$ cat src/rtl/aes_round_sequencer.sv
// Iterative AES-128 encryption controller: owns the cipher state and round counter,
// drives a shared external round datapath and fetches round keys by handshake.
module aes_round_sequencer #(
    parameter int NR  = 10,
    parameter int BLK = 128
) (
    input  logic           clk,
    input  logic           rst,
    input  logic           in_valid,
    output logic           in_ready,
    input  logic [BLK-1:0] plaintext,
    input  logic [BLK-1:0] key,
    output logic           key_load,
    output logic [BLK-1:0] key_out,
    output logic           rk_req,
    input  logic           rk_valid,
    input  logic [BLK-1:0] rk_data,
    output logic [BLK-1:0] round_in,
    output logic [BLK-1:0] round_key,
    output logic           last_round,
    input  logic [BLK-1:0] round_out,
    output logic [3:0]     round_num,
    output logic           busy,
    output logic           out_valid,
    input  logic           out_ready,
    output logic [BLK-1:0] ciphertext
);

    localparam logic [3:0] LAST = 4'(NR);

    typedef enum logic [1:0] {
        IDLE,
        ROUND,
        DONE
    } state_e;

    state_e         fsm_q, fsm_d;
    logic [BLK-1:0] blk_q, blk_d;
    logic [3:0]     round_q, round_d;

    always_comb begin
        fsm_d   = fsm_q;
        blk_d   = blk_q;
        round_d = round_q;
        case (fsm_q)
            IDLE: begin
                if (in_valid) begin
                    blk_d   = plaintext ^ key;
                    round_d = 4'd1;
                    fsm_d   = ROUND;
                end
            end
            ROUND: begin
                if (rk_valid) begin
                    blk_d = round_out;
                    if (round_q == LAST) begin
                        round_d = '0;
                        fsm_d   = DONE;
                    end else begin
                        round_d = round_q + 4'd1;
                    end
                end
            end
            DONE: begin
                if (out_ready) begin
                    blk_d = '0;
                    fsm_d = IDLE;
                end
            end
            default: begin
                blk_d   = '0;
                round_d = '0;
                fsm_d   = IDLE;
            end
        endcase
    end

    always_ff @(posedge clk) begin
        if (rst) begin
            fsm_q   <= IDLE;
            blk_q   <= '0;
            round_q <= '0;
        end else begin
            fsm_q   <= fsm_d;
            blk_q   <= blk_d;
            round_q <= round_d;
        end
    end

    // Handshake outputs are masked by rst so a block offered during reset is never accepted.
    assign in_ready   = (fsm_q == IDLE) && !rst;
    assign key_load   = (fsm_q == IDLE) && !rst && in_valid;
    assign key_out    = (fsm_q == IDLE) ? key : '0;
    assign rk_req     = (fsm_q == ROUND);
    assign round_in   = blk_q;
    assign round_key  = rk_data;
    assign last_round = (fsm_q == ROUND) && (round_q == LAST);
    assign round_num  = round_q;
    assign busy       = (fsm_q == ROUND) || (fsm_q == DONE);
    assign out_valid  = (fsm_q == DONE);
    assign ciphertext = (fsm_q == DONE) ? blk_q : '0;

endmodule

$ cat config.mk
export PLATFORM = sky130hd
export DESIGN_NAME = aes_round_sequencer
export DESIGN_NICKNAME = d
export VERILOG_FILES = /design/src/rtl/aes_round_sequencer.sv
export SDC_FILE = /design/constraint.sdc
export NUM_CORES = 1
export LEC_CHECK = 0
export ABC_AREA = 1
export ABC_CLOCK_PERIOD_IN_PS = 1700
export CORE_AREA = 3 3 403 405
export DETAILED_ROUTE_END_ITERATION = 12
export DIE_AREA = 0 0 406 408
export PLACE_DENSITY = 0.39
export SYNTH_ARGS = -nofsm -noshare
export SYNTH_HDL_FRONTEND = slang
export SYNTH_SLANG_ARGS = --single-unit
$ cat constraint.sdc
create_clock -name clk -period 1.7 [get_ports clk]
set_input_delay 0.255 -clock clk [delete_from_list [all_inputs] [get_ports clk]]
set_output_delay 0.255 -clock clk [all_outputs]
set_load 0.01 [all_outputs]
==> results.toml, run 1 <==
[cts]
hold_buffers = 0
clockBufferDepth = 2
cts_root_buf = "clkbuf_16"
cts-buffers-inserted = 17
path_clk_slew_ns = 0.08
worstSkewPairLatency_ns = 0.53
htreeDepth = 4
clkSinkCount = 134
tritoncts = "yes"

[route]
post_drt_wl_per_cell_um = 23.4
via_count = 16163
drtPass1Iterations = 7
avgViaCountPerCell = 3.21
drt_wl_total_mm = 118
drc = 0
drt-initial-drc-count = 1024
antenna_left = 0

[finish]
area_growth_pct = 166
utilization_pct = 17.8
drive_above_1_share_pct = 47.5
most-common-layout-cells = "391 x nand2_1, 388 x clkdlybuf4s50_1, 311 x nor2_1, 260 x buf_6, 202 x buf_4"
nNetsFinal = 3465
nFillCells = 18002
layout_commonest_cell = "nand2_1"

[placed_design]
portBuffers = 782
gp_congestion = 0.859
pre_cts_slack_ns = -0.364
hpwl_mm = 90.4

[setup_path]
end_kind = "output port"
cp.required_ns = 1.44
crit_arrival_ns = 2.00
path_max_fanout = 7
crit_type = "reg -> out"
worstSetupStartpointType = "flip-flop"

[floorplanning]
chipHeight_um = 408
initial_core_util_pct = 6.68
io_pins = 1039
die_w_um = 406
fp.dieArea_um2 = 166000
rows = 146
fp.coreArea_um2 = 159000

[sta]
rsz0062_at_grt = "true"
fmax_mhz = 444
relSlewSlack_pct = 68.5
clock_skew_ns = 0.0124
fin_crit_ns = 2.25
finalSetupViolations = 396
fin_crit_sh_pct = 132
tightest_slew_ns = 0.471
setup_ws_ns = -0.552
finalMaxSlewViolations = 0
hold_viol = 0

[synthesis]
syn_avg_cell_area_um2 = 5.41
netlist_area_um2 = 10600
ys_ff_latch = 134
ys_seq_area_share_pct = 25.3
yosysWarnings = 0
synth.distinct_cells = 20
syn-num-nets = 2482
synthCells = 1960

[status]
violations = "negative setup slack"
status = "finished with violations"

[pwr]
swShare_pct = 44.3
switching_power_mw = 10.0
combPwrFrac_pct = 60.4
powerDensity_nw_per_um2 = 801
intPower_mw = 12.6
ir_worst_vdd_v = 0.000889
finalPower_mw = 22.6
p_leak_nw = 14.1
power.share.sequential_pct = 21.2
pwr-share-clk_pct = 18.4

[global_route]
grt_pass1_vias = 15916
antenna_found_initial = 47
grt_max_degree = 58
grt_usage_pct = 13.7
grt_pass1_wl_mm = 150
grt_overflow_total = 0

[hold_path]
hold_path.class = "in -> reg"

[flow_run]
maxCapViolCount = 0
[worst max-delay path: stages (launching register included)]
cell     delay (ns)
dfxtp_2        0.35
inv_4          0.05
ha_4           0.16
buf_12         0.13
buf_12         0.14
buf_16         0.13
buf_12         0.14
buf_8          0.13
nand2_2        0.07
inv_2          0.05
buf_12         0.13
[final timing paths]
check	from	end	slack, ns	depth (start not counted)
worst min register to register	fsm_q[1]	fsm_q[1]	0.52	2
worst min-delay path	round_out[38]	round_in[38]	0.43	5
worst max-delay path	fsm_q[0]	ciphertext[64]	-0.55	10
worst max register to register	fsm_q[0]	round_in[75]	-0.43	15
[per-stage QoR]
step	hold slack [ns]	area, um2	TNS [ns]	cells
after global placement	0.510	21700	-78.17	4799
after detailed placement	0.510	21700	-79.82	4799
after global routing	0.400	28200	-182.31	5029
after floorplan	0.324	10600	0	1960
final	0.431	28200	-143.32	5031
after CTS	0.324	26400	-178.04	5020
[cell type report]
class                   count  area, um2  area share (%)
clock inverters            14        130           0.461
diodes                      3       7.51          0.0266
multi-input cells        1329       7780            27.6
repair buffers           1192      13500            47.7
flip-flops and latches    134       2780            9.83
clock buffers              18        439            1.55
inverters                 269       1050            3.70
well taps                2072       2590            9.18
[synth_stat cells]
master,instances,area share [%]
nand2_2,3,0.18
a21oi_1,2,0.094
buf_1,4,0.14
buf_2,62,2.9
ha_1,5,0.59
o21ai_0,160,7.6
clkbuf_1,16,0.57
nand3_1,4,0.19
inv_2,1,0.035
nor2_2,1,0.059
clkbuf_2,2,0.094
nor3_1,1,0.047
buf_6,13,1.4
buf_4,131,9.3
o21ai_1,100,4.7
dfxtp_1,134,25
nor2_1,395,14
nand2_1,657,23
inv_1,268,9.5
nor2_4,1,0.11
[routing by layer]
layer / GRT usage, % / wire length, um / up-vias
met4: 2.82 / 2490 / 10
met5: 0.380 / 232 / -
met1: 17.0 / 50100 / 7522
met2: 22.9 / 55200 / 745
li1: - / - / 7735
met3: 4.59 / 9600 / 151
[power by group through the flow]
stage	Clock (mW)	Sequential (mW)	Combinational, mW
after floorplan	0	4.45	3.38
after global placement	0	4.61	9.40
after detailed placement	0	4.60	9.38
after CTS	4.51	4.71	12.9
after global routing	4.55	4.88	14.6
final	4.16	4.80	13.7
[kinds of logic (layout without fill, tap and decap cells)]
logic type,after synthesis,count (layout),share of synthesized area (%)
simple gates,1062,1062,37.8
buf+inv,497,1493,23.9
compound gates,262,262,12.4
flops,134,134,25.3
fa+ha+maj,5,5,0.590
other cells,0,3,0
[flip-flops by register name, indices dropped and copies added (netlist names)]
register and cells:
fsm_q 2, round_in 128, round_num 4
[what timing repair did]
action / in CTS / in global routing
gates cloned: 45 / 4
setup buffers: 152 / 37
endpoints found under the setup margin: 512 / 397
resized for setup: 1898 / 619
pin swaps: 130 / 73
Power figures use the tool's default switching activity.
==> inputs of run 2 (changes only) <==
--- a/config.mk
+++ b/config.mk
@@ -6,11 +6,11 @@
 export NUM_CORES = 1
 export LEC_CHECK = 0
 export ABC_AREA = 1
-export ABC_CLOCK_PERIOD_IN_PS = 1700
-export CORE_AREA = 3 3 403 405
+export ABC_CLOCK_PERIOD_IN_PS = 1800
+export CORE_AREA = 3 3 400 402
 export DETAILED_ROUTE_END_ITERATION = 12
-export DIE_AREA = 0 0 406 408
-export PLACE_DENSITY = 0.39
+export DIE_AREA = 0 0 403 405
+export PLACE_DENSITY = 0.4
 export SYNTH_ARGS = -nofsm -noshare
 export SYNTH_HDL_FRONTEND = slang
 export SYNTH_SLANG_ARGS = --single-unit
==> constraint.sdc (replaced) <==
create_clock -name clk -period 1.8 [get_ports clk]
set_input_delay 0.27 -clock clk [delete_from_list [all_inputs] [get_ports clk]]
set_output_delay 0.27 -clock clk [all_outputs]
set_load 0.01 [all_outputs]
==> run 2 against run 1 <==
Effect of this change:
- the run still ends with negative setup slack left
- total power decreased by 14%
- critical path depth increased by 6
- via count decreased by 2.5%
- sequential cell count unchanged
- critical endpoint is now round_in[123]
- largest cell class unchanged
- largest power group unchanged
==> results.toml, run 2 (synthesis results as in run 1) <==
[pwr]
powerDensity_nw_per_um2 = 768
ir_worst_vdd_v = 0.000768
p_leak_nw = 12.7
finalPower_mw = 19.5

[setup_path]
crit_start = "fsm_q[1]"
slowest_delay_ns = 0.38
crit_type = "reg -> reg"
critPathBufInv = 11
worstSetupStartpointType = "flip-flop"
path_cells = "inv_4 > ha_4 > buf_12 > buf_12 > buf_6 > buf_12 > buf_6 > buf_6 > nand2_4 > buf_6 > nand3_4 > buf_12 > clkbuf_16 > clkbuf_16 > nor2_4 > nor2_1"
rrSetupSlack_ns = -0.62
crit_arrival_ns = 2.83
cp_num_cells = 16
crit_end = "round_in[123]"
cpMaxStageDelayCell = "dfxtp_4"
end_kind = "flip-flop"
r2r_cells = 16
reg2reg_to = "round_in[123]"
path_max_fanout = 5
critical_path.top_delay_family = "buffers and inverters"
r2r-start = "fsm_q[1]"
cp.required_ns = 2.21

[finish]
nFillCells = 17994
area_growth_pct = 140
layout_commonest_cell = "clkdlybuf4s50_1"
design_area_um2 = 25400
multi_input_area_um2 = 6710
final_cells = 4956
utilization_pct = 16.3
nNetsFinal = 3399
largest_reg_flops = 128
most-common-layout-cells = "504 x clkdlybuf4s50_1, 501 x nand2_1, 322 x nor2_1, 180 x buf_4, 172 x inv_1"
register_area_um2 = 2690
drive_above_1_share_pct = 35.0

[sta]
tightest_slew_ns = 0.483
relSlewSlack_pct = 67.5
fin_crit_ns = 2.42
finalSetupTns_ns = -169.59
setup_ws_ns = -0.618
finalMaxSlewViolations = 0
fin_crit_sh_pct = 134
hold_ws_ns = 0.421
fmax_mhz = 413
rsz0062_at_grt = "true"
hold_viol = 0
finalSetupViolations = 471
clock_skew_ns = 0.0157

[hold_path]
hold_path.class = "in -> reg"

[route]
drc = 0
post_drt_wl_per_cell_um = 22.6
via_count = 15752
drt-initial-drc-count = 869
drt_wl_total_mm = 112
drtPass1Iterations = 5
antenna_left = 0
avgViaCountPerCell = 3.18

[cts]
clkSinkCount = 134
path_clk_slew_ns = 0.08
cts_root_buf = "clkbuf_16"
tritoncts = "yes"
worstSkewPairLatency_ns = 0.52
htreeDepth = 4
cts-buffers-inserted = 17
clockBufferDepth = 2

[status]
status = "finished with violations"
violations = "negative setup slack"

[global_route]
grt_max_degree = 50
grt_overflow_total = 0
grt_pass1_wl_mm = 141
grt_usage_pct = 13.0
antenna_found_initial = 57
grt_pass1_vias = 14882

[floorplanning]
rows = 145
chipHeight_um = 405
io_pins = 1039
initial_core_util_pct = 6.78
fp.dieArea_um2 = 163000
die_w_um = 403
fp.coreArea_um2 = 156000

[placed_design]
portBuffers = 782
placed_area_um2 = 21200
dp_cells = 4735
pre_cts_slack_ns = -0.274
gp_congestion = 0.842
hpwl_mm = 89.3

[flow_run]
maxCapViolCount = 0
[run 2: how the worst min path moves through the flow]
stage	startpoint	to	slack, ns	cells after the start
3_5_place_dp	fsm_q[1]	fsm_q[1]	0.51	2
3_3_place_gp	fsm_q[1]	fsm_q[1]	0.50	2
6_report	round_out[85]	round_in[85]	0.42	5
2_1_floorplan	rst	fsm_q[1]	0.34	1
4_1_cts	round_out[85]	round_in[85]	0.34	5
5_1_grt	round_out[85]	round_in[85]	0.41	5
[run 2: tightest hold or removal path, delay by kind of cell]
kind          cells  cell delay [ns]
simple gates      4             0.21
buf+inv           1             0.39
[run 2: where the power goes]
group / internal, mW / total (mW) / switching [mW]
Clock: 2.05 / 3.89 / 1.84
Combinational: 5.53 / 11.2 / 5.68
Sequential: 3.53 / 4.42 / 0.894
Total: 11.1 / 19.5 / 8.42
[run 2: what timing repair did]
action,CTS,global route
cloned,20,12
setup endpoints to repair,499,498
gates resized for setup,1080,575
setup buffers,113,62
pin swaps,14,101
hold buffers,0,0
[run 2: cell type report]
class                      count  area share [%]
timing repair buffer        1126            46.5
multi-input combinational   1329            26.4
sequential                   134            10.6
tap                         2058            10.1
inverter                     269            4.08
clock buffer                  18            1.69
clock inverter                14           0.586
antenna                        8          0.0788
[run 2: layer usage]
| layer | GRT usage [%] | up-vias | part of all wire [%] |
|---|---|---|---|
| met1 | 16.3 | 7176 | 43 |
| met5 | 0 | - | 0.080 |
| met4 | 3.06 | 14 | 2.6 |
| li1 | - | 7580 | - |
| met2 | 20.7 | 804 | 45 |
| met3 | 5.05 | 178 | 9.0 |
